### src/rtl/seg_arb_pkg.sv
// Shared types and constants for the seven-segment display arbiter.
//   arb_state_e : arbiter FSM state (idle / serving a source)
//   TAG_W       : width of the source-index tag placed in val_out[31:28]
package seg_arb_pkg;

  typedef enum logic [0:0] {
    StIdle,
    StServe
  } arb_state_e;

  localparam int unsigned TAG_W = 4;

endpackage

### src/rtl/rr_pick.sv
// Combinational masked priority encoder for round-robin arbiters.
// Scans req_i starting at index ptr_i upward, wrapping modulo N, and returns the
// first set bit.
// Ports:
//   req_i  : per-requester request vector
//   ptr_i  : scan start index (must be < N)
//   gnt_o  : one-hot grant of the picked requester, all-zero if none
//   idx_o  : index of the picked requester, 0 if none
//   any_o  : high when at least one request is set
module rr_pick #(
  parameter int unsigned N    = 4,
  parameter int unsigned IdxW = (N > 1) ? $clog2(N) : 1
) (
  input  logic [N-1:0]    req_i,
  input  logic [IdxW-1:0] ptr_i,
  output logic [N-1:0]    gnt_o,
  output logic [IdxW-1:0] idx_o,
  output logic            any_o
);

  int unsigned      cand;
  logic [IdxW-1:0]  cand_idx;

  always_comb begin
    gnt_o    = '0;
    idx_o    = '0;
    any_o    = 1'b0;
    cand     = 0;
    cand_idx = '0;
    for (int unsigned off = 0; off < N; off++) begin
      cand     = (32'(ptr_i) + off) % N;
      cand_idx = IdxW'(cand);
      if (!any_o && req_i[cand_idx]) begin
        any_o           = 1'b1;
        idx_o           = cand_idx;
        gnt_o[cand_idx] = 1'b1;
      end
    end
  end

endmodule

### src/rtl/seg_display_arbiter.sv
// Shares one 8-digit hex display between N_SRC debug sources. One source is granted
// at a time; its 32-bit value is registered to val_out (optionally tagged with the
// source index in the top nibble). Each grant is held for at least DWELL_CYCLES so the
// value is readable, then rotates round-robin among active requesters. The granted
// source may pin the display; a source dropping its request releases immediately.
// Ports:
//   clk_in     : system clock
//   rst_n_in   : asynchronous active-low reset
//   req_in     : per-source level request
//   pin_in     : per-source hold request, honoured only for the granted source
//   val_in     : packed source values, source i at [32*i+31:32*i]
//   grant_out  : one-hot grant, zero when idle
//   val_out    : value to the display controller
//   src_out    : granted source index, 0 when idle
//   active_out : high while any source is granted
//   switch_out : one-cycle pulse on every grant change (including to/from idle)
module seg_display_arbiter
  import seg_arb_pkg::*;
#(
  parameter int unsigned N_SRC        = 4,
  parameter int unsigned DWELL_CYCLES = 100_000_000,
  parameter logic [31:0] IDLE_VAL     = 32'h0000_0000,
  parameter bit          TAG_EN       = 1'b1
) (
  input  logic                       clk_in,
  input  logic                       rst_n_in,
  input  logic [N_SRC-1:0]           req_in,
  input  logic [N_SRC-1:0]           pin_in,
  input  logic [32*N_SRC-1:0]        val_in,
  output logic [N_SRC-1:0]           grant_out,
  output logic [31:0]                val_out,
  output logic [$clog2(N_SRC)-1:0]   src_out,
  output logic                       active_out,
  output logic                       switch_out
);

  localparam int unsigned IdxW = $clog2(N_SRC);
  // A 1-cycle dwell still needs a 1-bit counter that is permanently saturated.
  localparam int unsigned CntW = (DWELL_CYCLES > 1) ? $clog2(DWELL_CYCLES) : 1;
  localparam logic [CntW-1:0] CntMax = CntW'(DWELL_CYCLES - 1);

  arb_state_e       state_q, state_d;
  logic [N_SRC-1:0] gnt_q, gnt_d;
  logic [IdxW-1:0]  src_q, src_d;
  logic [IdxW-1:0]  rr_q, rr_d;
  logic [CntW-1:0]  cnt_q, cnt_d;
  logic [31:0]      val_q, val_d;
  logic             active_q, active_d;
  logic             switch_q, switch_d;

  logic [31:0]      src_val [N_SRC];
  logic [N_SRC-1:0] pick_gnt;
  logic [IdxW-1:0]  pick_idx;
  logic             pick_any;
  logic             others;
  logic             take;
  logic [CntW-1:0]  cnt_inc;

  for (genvar i = 0; i < N_SRC; i++) begin : g_src_val
    assign src_val[i] = val_in[32*i +: 32];
  end

  rr_pick #(
    .N    (N_SRC),
    .IdxW (IdxW)
  ) u_pick (
    .req_i (req_in),
    .ptr_i (rr_q),
    .gnt_o (pick_gnt),
    .idx_o (pick_idx),
    .any_o (pick_any)
  );

  // rr always points just past the last grant, so pick(rr) returns the current
  // holder only when nobody else is requesting.
  assign others  = |(req_in & ~gnt_q);
  assign cnt_inc = (cnt_q == CntMax) ? cnt_q : cnt_q + CntW'(1);

  always_comb begin
    state_d  = state_q;
    gnt_d    = gnt_q;
    src_d    = src_q;
    rr_d     = rr_q;
    cnt_d    = cnt_q;
    switch_d = 1'b0;
    take     = 1'b0;

    unique case (state_q)
      StIdle: begin
        if (pick_any) take = 1'b1;
      end
      StServe: begin
        if (!req_in[src_q]) begin
          // Release is never held back by the dwell counter.
          if (pick_any) begin
            take = 1'b1;
          end else begin
            state_d  = StIdle;
            gnt_d    = '0;
            src_d    = '0;
            cnt_d    = '0;
            switch_d = 1'b1;
          end
        end else if (pin_in[src_q]) begin
          cnt_d = cnt_inc;
        end else if ((cnt_q == CntMax) && others) begin
          take = 1'b1;
        end else begin
          cnt_d = cnt_inc;
        end
      end
      default: ;
    endcase

    if (take) begin
      state_d  = StServe;
      gnt_d    = pick_gnt;
      src_d    = pick_idx;
      cnt_d    = '0;
      switch_d = 1'b1;
      rr_d     = (pick_idx == IdxW'(N_SRC - 1)) ? '0 : pick_idx + IdxW'(1);
    end

    active_d = (state_d == StServe);

    // Value follows the grant being loaded at this edge, so it tracks the source live.
    val_d = IDLE_VAL;
    if (state_d == StServe) begin
      val_d = src_val[src_d];
      if (TAG_EN) val_d[31 -: TAG_W] = TAG_W'(src_d);
    end
  end

  always_ff @(posedge clk_in or negedge rst_n_in) begin
    if (!rst_n_in) begin
      state_q  <= StIdle;
      gnt_q    <= '0;
      src_q    <= '0;
      rr_q     <= '0;
      cnt_q    <= '0;
      val_q    <= IDLE_VAL;
      active_q <= 1'b0;
      switch_q <= 1'b0;
    end else begin
      state_q  <= state_d;
      gnt_q    <= gnt_d;
      src_q    <= src_d;
      rr_q     <= rr_d;
      cnt_q    <= cnt_d;
      val_q    <= val_d;
      active_q <= active_d;
      switch_q <= switch_d;
    end
  end

  assign grant_out  = gnt_q;
  assign src_out    = src_q;
  assign val_out    = val_q;
  assign active_out = active_q;
  assign switch_out = switch_q;

endmodule

### config.mk
export PLATFORM = sky130hd
export DESIGN_NAME = seg_display_arbiter
export DESIGN_NICKNAME = d
export VERILOG_FILES = /design/src/rtl/seg_arb_pkg.sv /design/src/rtl/rr_pick.sv /design/src/rtl/seg_display_arbiter.sv
export SDC_FILE = /design/constraint.sdc
export NUM_CORES = 1
export LEC_CHECK = 0
export ABC_AREA = 0
export ABC_CLOCK_PERIOD_IN_PS = 4440
export BUFFER_PORTS_ARGS = -buffer_cell sky130_fd_sc_hd__buf_2
export CORE_MARGIN = 1
export CORE_UTILIZATION = 45
export DETAILED_ROUTE_END_ITERATION = 7
export GPL_TIMING_DRIVEN = 0
export MAX_ROUTING_LAYER = met4
export PLACE_DENSITY = 0.76
export SLEW_MARGIN = 15
export SYNTH_ARGS = -nofsm -noshare
export SYNTH_HDL_FRONTEND = slang
export SYNTH_SLANG_ARGS = --single-unit
### constraint.sdc
create_clock -name clk_in -period 4.44 [get_ports clk_in]
set_clock_uncertainty 0.05 [all_clocks]
set_input_delay 0.888 -clock clk_in [delete_from_list [all_inputs] [get_ports clk_in]]
set_output_delay 0.888 -clock clk_in [all_outputs]
set_load 0.02 [all_outputs]
==> Flow_metrics.wiki, run 1 <==
{| class="wikitable"
! Metric !! Value
|-
| Most common cell after layout, fill and taps aside || buf_2
|-
| Worst slew margin relative to its limit || 0.561
|-
| Std-Cell Core Area || 0.00885 mm2
|-
| Xor and xnor area share after synthesis || 0.0400
|-
| Worst Setup Start Kind || flop
|-
| Internal power of the cells || 2.10 mW
|-
| Kind of critical path || flop to flop
|-
| Via count of the first global-routing pass || about 3900
|-
| Number of port buffers || roughly 160
|-
| Die footprint || roughly 0.0096 mm2
|-
| Cells along the critical path || buf_2, inv_1, ha_1, clkbuf_1, nor2_1, a22o_1, a221o_1, a221oi_1, o2bb2ai_4, buf_6, nand2_2, buf_2, o22ai_1
|-
| Data required time at the worst endpoint || approximately 4.6 ns
|-
| Number of post-CTS setup repair buffers || 0
|-
| Syn avg cell area || around 10 um2
|-
| Element type at the critical path end || flop
|-
| Dominant combinational cell family by area after synthesis || simple AND/OR/NAND/NOR gates
|-
| Initial detailed-routing violation count || 284
|-
| Post-Route Setup TNS || 0 ns
|-
| Portion of total power attributed to the clock network || 0.167
|-
| Post-synthesis simple-gate area fraction || 0.171
|-
| Fraction of the yosys area taken by sequential cells || 0.403
|-
| Floorplan row count || 34
|-
| Switching power of the nets || between 1.5 and 2 mW
|-
| Post-synthesis compound-gate area fraction || 0.141
|-
| Number of endpoints with negative hold slack in the final report || 0
|-
| Final Net Count || 728
|-
| Die Wd || around 100 um
|-
| Final weighted congestion of routability-driven global placement || 0.931
|-
| Max incr delay on CP || 0.57 ns
|-
| Count of boundary I/O pins || 178
|-
| CP dominant cell by count || buf_2
|-
| Count of state elements after synthesis || 67
|-
| Pwr Density || 689 mW/mm2
|-
| Buffer and inverter count on the worst path || 5
|-
| Endpoint of the worst register-to-register path || val_out[14]$_DFF_PN0_
|-
| Final period demand of the worst path || 3.93 ns
|-
| Clock latency at the later pin of the worst-skew pair || between 0.3 and 0.4 ns
|-
| Data arrival time of the critical path || 4.10 ns
|-
| Buffer cell driving the clock tree root || clkbuf_8
|-
| Maximum clock insertion buffer count || 2
|-
| Arithmetic-cell share of the synthesized area counting full adders, half adders and majority gates || 0.0271
|-
| Final-layout fill cell count || 770
|-
| Distinct cell type count after synthesis || 61
|-
| Mapped Area || 0.00416 mm2
|-
| Area Growth Syn to Fin || 28.9%
|-
| Maximum clock frequency || between 200 and 300 MHz
|-
| Most used flip-flop cell after synthesis || dfrtp_1
|-
| Unrepaired setup endpoints after global routing || false
|-
| Yosys Warn Count || 0
|-
| Class of the most critical hold timing path || input pin to asynchronous set/reset pin
|-
| TritonCTS clock tree || built
|-
| CTS buffer count || 9
|-
| Sw frac || 0.432
|-
| Worst r2r src || rr_q[0]$_DFFE_PN0P_
|-
| Starting density of the core || 0.470
|-
| Period utilisation layout || 0.885
|-
| Share of layout cells above drive strength 1 || 0.356
|-
| ANT cells || 0
|-
| Avg Vias per Cell || 5.58
|-
| Gate family responsible for the most delay along the worst path || compound AO/OA/AOI/OAI gates
|-
| H-tree depth reported by CTS || 3
|-
| Reg2Reg Setup Slack || ~0.51 ns
|-
| DRC viols || 2
|-
| Overall power || around 3.7 mW
|-
| Portion of netlist area occupied by mux cells || 0.167
|-
| Max IR drop VDD || about 0.39 mV
|-
| Quantity of hold-fixing buffers added after cts || 0
|-
| Comb pwr share || 0.589
|-
| Result of the run || complete, but fails checks
|-
| Die Y-Extent || between 90 and 100 um
|-
| Cell with the biggest individual delay on the critical path || dfrtp_1
|-
| Post-Synthesis Cells || 409
|-
| # setup viols final || 0
|-
| Top library cells by usage in the layout, fill and taps aside || buf_2, dfrtp_1, mux2i_1, nor2_1, o22ai_1
|-
| Worst r2r path cells || 13
|-
| Detail Placement HPWL || between 8000 and 9000 um
|-
| Vias || between 3000 and 4000
|-
| Gr usage total || 0.253
|-
| DR pass1 iterations || 6
|-
| Share of synthesized registers carrying an async set or reset || 1.00
|-
| Register share of total power || 0.244
|-
| Transition time of the tightest slew-check pin || 0.640 ns
|-
| Global route overflow || 0
|-
| Routed wire per std cell || 16.2 um
|-
| ANT nets after route || 0
|-
| Maximum number of pins on one net before global-route repair || 44
|-
| Total length of routed wires || around 11000 um
|-
| P_leak || 2.65 nW
|-
| Clk pin slew, worst setup/hold paths || 0.08 ns
|-
| Initial antenna violation count || 0
|-
| Failing checks || DRC
|-
| Resized Gates After CTS || 0
|-
| Number of flops mapped to enable cells by yosys || 0
|-
| Global-route wire length before repair || about 19000 um
|-
| Slew Viols, Final || 0
|-
| Max-cap violation count || 0
|-
| Clock sinks || 67
|-
| Maximum fanout along the worst path || 10
|}
flip-flops by register name (all words and copies together) (netlist names):
register	count
val_out	30
cnt_q	27
grant_out	4
rr_q	2
src_out	2
active_out	1
switch_out	1
stage by stage:
stage | worst slack (ns) | hold slack, ns | util | instance area (um2) | std cells
final | 0.509 | 0.395 | 0.606 | 5360 | 693
after CTS | 0.503 | 0.392 | 0.606 | 5360 | 693
after detailed placement | 0.526 | 0.457 | 0.579 | 5120 | 678
after global routing | 0.228 | 0.411 | 0.606 | 5360 | 693
after global placement | 0.662 | 0.458 | 0.576 | 5090 | 677
after floorplan | 1.14 | 0.436 | - | 4160 | 410
area by class of cell:
cell class	count	area [um2]	area share
Clock buffer	9	124	0.0231
Clock inverter	6	115	0.0215
Inverter	10	37.5	0.00700
Sequential cell	67	1680	0.313
Timing Repair Buffer	160	826	0.154
Tap cell	108	135	0.0252
Buffer	24	166	0.0310
Multi-Input combinational cell	309	2280	0.425
layer usage:
| layer | part of all wire | global-route usage |
|---|---|---|
| met5 | 0 | - |
| met4 | 0.023 | 0.0932 |
| met2 | 0.52 | 0.433 |
| met1 | 0.41 | 0.299 |
| met3 | 0.046 | 0.0401 |
Yosys cell counts, drive strengths merged, types with 3 or more instances:
cell type / count / area [um2]
a31oi: 3 / 18.8
inv: 9 / 33.8
mux4: 4 / 93.8
and4b: 3 / 30.0
dfrtp: 67 / 1680
xor2: 3 / 26.3
and3: 8 / 50.1
nor4: 7 / 58.8
nor3: 10 / 50.1
or2: 3 / 18.8
a22oi: 4 / 30.0
nor2: 35 / 131
nand2: 29 / 111
a21oi: 6 / 33.8
nand4: 9 / 56.3
clkbuf: 5 / 18.8
xnor2: 16 / 140
mux2i: 60 / 601
nand3: 7 / 35.0
nand2b: 6 / 37.5
a221oi: 5 / 43.8
and2: 4 / 25.0
buf: 19 / 148
o22ai: 29 / 181
o21ai: 19 / 118
or3: 5 / 31.3
ha: 9 / 113
how the worst max path moves through the flow:
stage	cells after the start	endpoint	start
3_5_place_dp	13	val_out[14]$_DFF_PN0_	rr_q[0]$_DFFE_PN0P_
4_1_cts	13	val_out[25]$_DFF_PN0_	rr_q[0]$_DFFE_PN0P_
2_1_floorplan	13	val_out[8]$_DFF_PN0_	rr_q[0]$_DFFE_PN0P_
6_report	13	val_out[14]$_DFF_PN0_	rr_q[0]$_DFFE_PN0P_
3_3_place_gp	13	val_out[14]$_DFF_PN0_	rr_q[0]$_DFFE_PN0P_
5_1_grt	13	val_out[25]$_DFF_PN0_	rr_q[0]$_DFFE_PN0P_
cell families (layout without fill, tap and decap cells):
group,after synthesis,in the layout
simple gates,135,135
compound gates,80,80
flops,67,67
mux,64,64
buf+inv,34,209
xor+xnor,19,19
fa+ha+maj,9,9
other cells,1,2
power by group through the flow:
stage          Clock (mW)  Sequential (mW)  Combinational, mW
2_1_floorplan           0             1.11               1.41
3_3_place_gp            0            0.909               2.12
3_5_place_dp            0            0.914               2.17
4_1_cts             0.627            0.904               2.18
5_1_grt             0.647            0.923               2.34
6_report            0.617            0.900               2.17
Note: power is estimated with default switching activity, not from simulation.
==> inputs of run 2 (changes only) <==
Settings changed: ABC_CLOCK_PERIOD_IN_PS 4440 to 4100.
Clock period 4.44 ns to 4.1 ns, I/O delays scaled along.
==> run 2 against run 1 <==
  * The flow still finishes with violations (DRC)
  * Combinational power is 9.2% higher
  * Sequential power grew 8.3%
  * First-iteration DRC count decreased by 7.0%
  * Routed wire length rose by 0.43%
  * Fmax rose by 7.4%
  * Clock power increased by 8.3%
  * Total power rose by 8.6%
  * Critical path depth decreased by 1
  * Setup slack worse by 0.070 ns
==> Flow_metrics.wiki, run 2 (same netlist as run 1, synthesis figures left out) <==
{| class="wikitable"
! Metric !! Value
|-
| Overall power || 4.01 mW
|-
| Count of boundary I/O pins || 178
|-
| Worst slew margin relative to its limit || 0.560
|-
| Share of layout cells above drive strength 1 || 0.358
|-
| Class of the most critical hold timing path || input pin to asynchronous set/reset pin
|-
| Clk pin slew, worst setup/hold paths || around 0.080 ns
|-
| Kind of critical path || flop to flop
|-
| Floorplan row count || 34
|-
| Finished Layout Cells || about 700
|-
| Clock latency at the later pin of the worst-skew pair || roughly 0.35 ns
|-
| Via count of the first global-routing pass || 3923
|-
| Slew Viols, Final || 0
|-
| Gr usage total || 0.253
|-
| Met1 usage in global routing || 0.299
|-
| Area Growth Syn to Fin || 29.0%
|-
| Worst slack, placed || 0.186 ns
|-
| Maximum fanout along the worst path || 10
|-
| Post-DP Area || 0.00512 mm2
|-
| DRC viols || 2
|-
| Maximum number of pins on one net before global-route repair || 44
|-
| Max IR drop VDD || between 0.4 and 0.5 mV
|-
| Initial antenna violation count || 0
|-
| Number of endpoints with negative hold slack in the final report || 0
|-
| Data required time at the worst endpoint || roughly 4.3 ns
|-
| Transition time of the tightest slew-check pin || 0.642 ns
|-
| Number of placed cells counting well taps || between 600 and 700
|-
| Routed wire per std cell || 16.3 um
|-
| Total length of routed wires || 11300 um
|-
| Quantity of hold-fixing buffers added after cts || 0
|-
| Met2 track demand over resource || 0.433
|-
| Global route overflow || 0
|-
| Unrepaired setup endpoints after global routing || false
|-
| Failing checks || DRC
|-
| Number of port buffers || 159
|-
| Final weighted congestion of routability-driven global placement || 0.931
|-
| Final hold slack || 0.327 ns
|-
| Final setup margin || approximately 0.44 ns
|-
| Max FFs per register || 30
|-
| H-tree depth reported by CTS || 3
|-
| Post-Route Setup TNS || 0 ns
|-
| Avg Vias per Cell || 5.58
|-
| Initial detailed-routing violation count || 264
|-
| Worst Setup Start Kind || flop
|-
| # setup viols final || 0
|-
| Max-cap violation count || 0
|-
| Number of post-CTS setup repair buffers || 0
|-
| CTS buffer count || 9
|-
| Pwr Density || about 750 mW/mm2
|-
| Global-route wire length before repair || 18600 um
|-
| Die Y-Extent || 98.1 um
|-
| Detail Placement HPWL || 8810 um
|-
| Die footprint || 0.00963 mm2
|-
| M3 GR Usage || 0.0401
|-
| ANT nets after route || 0
|-
| Final period demand of the worst path || 3.66 ns
|-
| Buffer cell driving the clock tree root || clkbuf_8
|-
| Std-Cell Core Area || 0.00885 mm2
|-
| Die Wd || 98.1 um
|-
| ANT cells || 0
|-
| Top library cells by usage in the layout, fill and taps aside || buf_2, dfrtp_1, mux2i_1, nor2_1, o22ai_1
|-
| Result of the run || complete, but fails checks
|-
| Layout Cell Area excl Fill || 0.00536 mm2
|-
| GRT busiest layer || met2
|-
| Vias || 3863
|-
| Final Net Count || 727
|-
| Data arrival time of the critical path || 3.86 ns
|-
| Most common cell after layout, fill and taps aside || buf_2
|-
| DR pass1 iterations || 7
|-
| Core Util, Final || 0.606
|-
| Element type at the critical path end || flop
|-
| Maximum clock frequency || around 270 MHz
|-
| TritonCTS clock tree || built
|-
| Maximum clock insertion buffer count || 2
|-
| P_leak || 2.65 nW
|-
| Clock sinks || between 60 and 70
|-
| Period utilisation layout || 0.893
|-
| Starting density of the core || 0.470
|}
## run 2: cell types whose count changed in the layout (fill, tap and decap cells not counted)
cell | previous run | this run
a221oi_1 | 5 | 4
a221oi_2 | 0 | 1
clkbuf_1 | 5 | 4
## run 2: where the power goes
part / internal, mW / switching, mW
clock: 0.403 / 0.265
combinational: 1.00 / 1.36
sequential: 0.872 / 0.103
total: 2.28 / 1.73
## run 2: path summary, 6_finish.rpt
path / startpoint / endpoint / slack [ns] / cells past startpoint
min in group clk_in: grant_out[1]$_DFFE_PN0P_ / grant_out[1]$_DFFE_PN0P_ / 0.48 / 2
min reg2reg: grant_out[1]$_DFFE_PN0P_ / grant_out[1]$_DFFE_PN0P_ / 0.48 / 2
max in group asynchronous: rst_n_in / val_out[16]$_DFF_PN0_ / 3.15 / 2
min: rst_n_in / grant_out[0]$_DFFE_PN0P_ / 0.33 / 1
max reg2reg: rr_q[0]$_DFFE_PN0P_ / val_out[17]$_DFF_PN0_ / 0.44 / 12
max: rr_q[0]$_DFFE_PN0P_ / val_out[17]$_DFF_PN0_ / 0.44 / 12
## run 2: critical path, cell delays in order (launching register included)
cell	delay [ns]
dfrtp_1	0.58
buf_2	0.29
inv_1	0.18
ha_1	0.53
mux4_2	0.44
nor2b_1	0.31
o21ai_0	0.13
nand2_1	0.21
a32oi_4	0.17
or2_1	0.23
buf_2	0.16
buf_6	0.15
o22ai_1	0.13
## run 2: per-layer routing
metal  routed length [um]  part of all wire
met5                    0                 0
met4                  290             0.026
met3                  521             0.046
met2                 5840              0.52
met1                 4650              0.41
## run 2: final cells by class
class                           count  area (um2)
Buffer                             23         163
Fill cell                         768        3480
Clock buffer                        9         124
Timing Repair Buffer              160         826
Tap cell                          108         135
Sequential cell                    67        1680
Clock inverter                      6         115
Inverter                           10        37.5
Multi-Input combinational cell    309        2290
## run 2: what timing repair did
| action | 4_1_cts | 5_1_grt |
|---|---|---|
| setup endpoints to repair | 0 | 14 |
| gates resized for setup | 0 | 1 |
| endpoints found under the hold margin | 0 | 0 |
